File: src/rtl/output_memory_ctrl.sv
// Result-capture memory: byte-masked writes, 1-cycle registered readback, sequential self-clear.
// Define OUTMEM_DUMP_EN to build the in-order dump stream, which holds its word while dump_ready=0.
module output_memory_ctrl #(
    parameter int DATA_W = 32,
    parameter int ADDR_W = 6,
    parameter int DEPTH  = 64
) (
    input  logic                clk,
    input  logic                rst,
    input  logic                enable,
    input  logic [ADDR_W-1:0]   addr,
    input  logic [DATA_W-1:0]   write_data,
    input  logic [DATA_W/8-1:0] byte_en,
    input  logic                rd_en,
    input  logic [ADDR_W-1:0]   rd_addr,
    output logic [DATA_W-1:0]   rd_data,
    output logic                rd_valid,
    input  logic                clear_req,
    output logic                busy,
    output logic                oob_err,
    input  logic                dump_start,
    output logic                dump_valid,
    input  logic                dump_ready,
    output logic [DATA_W-1:0]   dump_data,
    output logic [ADDR_W-1:0]   dump_addr,
    output logic                dump_last
);
    localparam int              NB      = DATA_W / 8;
    localparam logic [ADDR_W:0] DEPTH_X = (ADDR_W + 1)'(DEPTH);
    localparam logic [ADDR_W-1:0] LAST  = ADDR_W'(DEPTH - 1);

    typedef enum logic [1:0] {
        CLEAR = 2'd0,
`ifdef OUTMEM_DUMP_EN
        DUMP  = 2'd2,
`endif
        IDLE  = 2'd1
    } state_t;

    state_t            state, state_nxt;
    logic [ADDR_W-1:0] clr_ptr;
    logic [DATA_W-1:0] mem [DEPTH];

    logic active, wr_in_range, rd_in_range, wr_hit, wr_oob, rd_hit;

    assign active      = (state != CLEAR);
    assign wr_in_range = ({1'b0, addr} < DEPTH_X);
    assign rd_in_range = ({1'b0, rd_addr} < DEPTH_X);
    assign wr_hit      = active && enable && wr_in_range;
    assign wr_oob      = active && enable && !wr_in_range;
    assign rd_hit      = active && rd_en;

`ifdef OUTMEM_DUMP_EN
    logic              start_dump, dump_hs;
    logic [ADDR_W-1:0] dump_nxt;
    assign start_dump = (state == IDLE) && !clear_req && dump_start;
    assign dump_hs    = dump_valid && dump_ready;
    assign dump_nxt   = dump_addr + ADDR_W'(1);
`endif

    always_ff @(posedge clk or posedge rst) begin
        if (rst) state <= CLEAR;
        else     state <= state_nxt;
    end

    always_comb begin
        state_nxt = state;
        busy      = 1'b0;
        unique case (state)
            CLEAR: begin
                busy = 1'b1;
                if (clr_ptr == LAST) state_nxt = IDLE;
            end
            IDLE: begin
                if (clear_req) state_nxt = CLEAR;
`ifdef OUTMEM_DUMP_EN
                else if (dump_start) state_nxt = DUMP;
            end
            DUMP: begin
                if (dump_hs && dump_last) state_nxt = IDLE;
`endif
            end
            default: state_nxt = CLEAR;
        endcase
    end

    // The pointer wraps to 0 as the clear finishes, so a later clear_req always starts at entry 0.
    always_ff @(posedge clk or posedge rst) begin
        if (rst) clr_ptr <= '0;
        else if (state == CLEAR) clr_ptr <= (clr_ptr == LAST) ? '0 : clr_ptr + ADDR_W'(1);
    end

    always_ff @(posedge clk) begin
        if (state == CLEAR) begin
            mem[clr_ptr] <= '0;
        end else if (wr_hit) begin
            for (int i = 0; i < NB; i++) begin
                if (byte_en[i]) mem[addr][8*i +: 8] <= write_data[8*i +: 8];
            end
        end
    end

    always_ff @(posedge clk or posedge rst) begin
        if (rst) begin
            rd_data  <= '0;
            rd_valid <= 1'b0;
            oob_err  <= 1'b0;
        end else begin
            rd_valid <= rd_hit;
            if (rd_hit) rd_data <= rd_in_range ? mem[rd_addr] : '0;
            if (wr_oob || (rd_hit && !rd_in_range)) oob_err <= 1'b1;
        end
    end

`ifdef OUTMEM_DUMP_EN
    // Each word is fetched from the array on the edge it becomes presented; later writes to it stay hidden.
    always_ff @(posedge clk or posedge rst) begin
        if (rst) begin
            dump_valid <= 1'b0;
            dump_data  <= '0;
            dump_addr  <= '0;
            dump_last  <= 1'b0;
        end else if (start_dump) begin
            dump_valid <= 1'b1;
            dump_addr  <= '0;
            dump_data  <= mem[0];
            dump_last  <= (LAST == '0);
        end else if (dump_hs) begin
            if (dump_last) begin
                dump_valid <= 1'b0;
                dump_last  <= 1'b0;
            end else begin
                dump_addr <= dump_nxt;
                dump_data <= mem[dump_nxt];
                dump_last <= (dump_nxt == LAST);
            end
        end
    end
`else
    logic unused_dump;
    assign unused_dump = dump_start ^ dump_ready;
    assign dump_valid  = 1'b0;
    assign dump_data   = '0;
    assign dump_addr   = '0;
    assign dump_last   = 1'b0;
`endif

endmodule

File: config.mk
export PLATFORM = sky130hd
export DESIGN_NAME = output_memory_ctrl
export DESIGN_NICKNAME = d
export VERILOG_FILES = /design/src/rtl/output_memory_ctrl.sv
export SDC_FILE = /design/constraint.sdc
export NUM_CORES = 2
export LEC_CHECK = 0
export CORE_AREA = 2 2 351 353
export CTS_CLUSTER_DIAMETER = 200
export DETAILED_ROUTE_END_ITERATION = 12
export DIE_AREA = 0 0 353 355
export PLACE_DENSITY = 0.88
export SLEW_MARGIN = 20
export SYNTH_ARGS = -nofsm -noshare
export SYNTH_HDL_FRONTEND = slang
export SYNTH_SLANG_ARGS = --single-unit
File: constraint.sdc
create_clock -name clk -period 7.2 [get_ports clk]
set_input_delay 0.72 -clock clk [delete_from_list [all_inputs] [get_ports clk]]
set_output_delay 0.72 -clock clk [all_outputs]
set_load 0.01 [all_outputs]
==> results.sh <==
export IMPL_post_drt_wl_per_cell_um=37.7
export IMPL_setup_viol=0
export IMPL_grt_first_pass_wirelength_um=310000
export IMPL_ys_seq_area_frac=0.771
export IMPL_ys_types=45
export IMPL_final_cell_mix="edfxtp_1 (2048), mux4_2 (384), mux2i_1 (296), nor2_1 (261), clkbuf_16 (193)"
export IMPL_pwr_share_comb=0.108
export IMPL_seq_power_share=0.519
export IMPL_yosys_most_used_dff="edfxtp_1"
export IMPL_antenna_found_initial=9
export IMPL_ir_worst_vdd_uv=300
export IMPL_critPathMaxStageDelay_ns=1.21
export IMPL_clk_pin_slew_ns=0.06
export IMPL_avgViaCountPerCell=7.50
export IMPL_h_tree_depth=4
export IMPL_clockBufferDepth=3
export IMPL_critPathSlowestCell="mux2i_1"
export IMPL_slew_headroom=0.0269
export IMPL_nets=4158
export IMPL_dr_pass1_iters=9
export IMPL_synth_top_area_frac=0.759
export IMPL_fin_ws_ns=2.45
export IMPL_ant_nets=0
export IMPL_crit_chain="nand2_1, nor2_4, mux2i_1, nand2_1, nor2_1"
export IMPL_routed_wl_met3_um=33400
export IMPL_overflow=0
export IMPL_cts_root_buf="clkbuf_16"
export IMPL_finalHoldViolCount=0
export IMPL_clkLatencyLatePin_ns=0.84
export IMPL_fmax_ghz=0.211
export IMPL_ys_seq_elements=2088
export IMPL_grt_total_usage=0.347
export IMPL_finalSetupTns_ns=0
export IMPL_drt_wl_total_um=222000
export IMPL_setup_worst_path_start_class="flip-flop"
export IMPL_rows=128
export IMPL_yosysTopAreaCell="edfxtp_1"
export IMPL_m1WireLength_um=69000
export IMPL_multiInputGateArea_mm2=0.0173
export IMPL_syn_area_per_cell_um2=20.2
export IMPL_power_density_mw_per_mm2=314
export IMPL_p_sw_frac=0.257
export IMPL_die_w_um=353
export IMPL_die_area_mm2=0.125
export IMPL_drive_above_1_share=0.187
export IMPL_final_common_cell="edfxtp_1"
export IMPL_grt_max_degree=129
export IMPL_final_util=0.738
export IMPL_p_switching_w=0.00724
export IMPL_n_fill_cell=5955
export IMPL_skew_ns=0.0368
export IMPL_min_period_ns=4.75
export IMPL_cp_arrival_ns=5.19
export IMPL_leakagePower_nw=30.0
export IMPL_hp_class="in -> reg"
export IMPL_synth_edf_count=2048
export IMPL_io_buffers=86
export IMPL_syn_inst=4003
export IMPL_post_cts_buffers=0
export IMPL_drt_iter0_markers=8397
export IMPL_drc=0
export IMPL_dpl_cell_count=5533
export IMPL_tightest_slew_ns=1.42
export IMPL_clock_sinks=2088
export IMPL_initial_core_util=0.668
export IMPL_dieHeight_um=355
export IMPL_cap_violations=0
export IMPL_p_int_w=0.0209
export IMPL_rsz0062_at_grt="no"
export IMPL_vias=44109
export IMPL_top_layer="met5"
export IMPL_grt_pass1_vias=44106
export IMPL_place_gp_congestion=0.873
export IMPL_hold_buffers=0
export IMPL_post_route_period_util=0.659
export IMPL_placed_cell_area_mm2=0.0832
export IMPL_numCtsBuffers=189
export IMPL_yosysWarnings=0
export IMPL_finalNonFillerCells=5885
export IMPL_status="finished, final reports clean"
export IMPL_core_area_mm2=0.121
export IMPL_critPathCaptureType="flip-flop"
export IMPL_area_growth_synth_to_final_pct=10.5
export IMPL_slew_violations=0
export IMPL_dr_wl_met2_um=105000
export IMPL_async_flop_share=0.0192
export IMPL_io_pins=130
export IMPL_crit_fanout=15
export IMPL_stdcell_area_mm2=0.0896
export IMPL_synth_area_mm2=0.0811
export IMPL_crit_type="reg -> reg"
export IMPL_yosys_top_cells_area="edfxtp_1 (76%), mux4_2 (11%), mux2i_1 (3.7%)"
export IMPL_cts_tree="done"
export IMPL_dp_hpwl_um=110000
export IMPL_seqCellArea_mm2=0.0625
export IMPL_crit_required_ns=7.64
export IMPL_clockPowerShare=0.373
export IMPL_pre_cts_ws_ns=2.19
export IMPL_crit_top_cell="nand2_1"
export IMPL_post_cts_resized=0
[cell type report]
cell class	instances	area share
well taps	1625	0.0227
clock buffers	225	0.0557
repair buffers	146	0.0161
multi-input cells	1673	0.194
diodes	9	0.000251
flip-flops and latches	2088	0.698
inverters	4	0.000168
clock inverters	115	0.0140
[power by group through the flow]
stage,registers [W],logic (W),clock network (W)
after global routing,0.0146,0.00306,0.0108
after global placement,0.0147,0.00265,0
after floorplan,0.0146,0.00162,0
after CTS,0.0146,0.00287,0.0104
after detailed placement,0.0147,0.00277,0
final,0.0146,0.00304,0.0105
[path summary, 6_finish.rpt]
| path | start | endpoint | slack (ns) | depth (start not counted) |
|---|---|---|---|---|
| min reg2reg | rd_data[9] | rd_data[9] | 0.52 | 1 |
| max in group asynchronous | rst | rd_data[2] | 6.11 | 3 |
| max | state[0] | mem[50][21] | 2.45 | 5 |
| min in group asynchronous | rst | rd_data[12] | 0.49 | 3 |
| min | clear_req | state[0] | 0.47 | 2 |
| max reg2reg | state[0] | mem[50][21] | 2.45 | 5 |
[synth_stat cells (6+ instances only)]
cell type,n
and2_1,33
buf_6,16
clkbuf_1,91
o22ai_1,64
a21oi_1,33
a211oi_1,62
nand3b_1,6
a22oi_1,160
nand2_2,8
or3_1,33
nand2_1,82
nand3_1,70
nor2b_1,36
a221o_1,32
nand4_1,32
nor2_1,263
buf_2,82
buf_4,59
edfxtp_1,2048
mux4_2,384
dfrtp_1,40
mux2i_1,298
buf_1,30
[registers in the layout, indices dropped and copies added (netlist names)]
signal / count
rd_valid: 1
rd_data: 32
state: 1
clr_ptr: 6
mem: 2048
[worst max-delay path: cells and delay by family, from the launching register on]
family | cells | cell delay (ns)
AND/OR/NAND/NOR | 4 | 2.56
multiplexers | 1 | 1.21
flip-flops | 1 | 0.58
[metrics by stage]
step | hold slack [ns] | power, W
after global placement | 0.505 | 0.0173
after floorplan | 0.482 | 0.0162
after CTS | 0.436 | 0.0278
after global routing | 0.463 | 0.0285
final | 0.465 | 0.0281
after detailed placement | 0.509 | 0.0175
[kinds of logic (layout without fill, tap and decap cells)]
logic type,count (synthesis),after routing,synth area share
buf+inv,282,490,0.0185
flops,2088,2088,0.771
compound gates,359,359,0.0322
other cells,1,50,0.0000463
simple gates,582,582,0.0336
xor+xnor,4,4,0.000432
mux,686,686,0.144
fa+ha+maj,1,1,0.000154
[per-layer routing]
layer	up-vias	global-route usage
met1	21915	0.451
met3	972	0.107
met4	12	0.181
li1	16569	-
met5	-	0
met2	4641	0.537
Note: power is estimated with default switching activity, not from simulation.
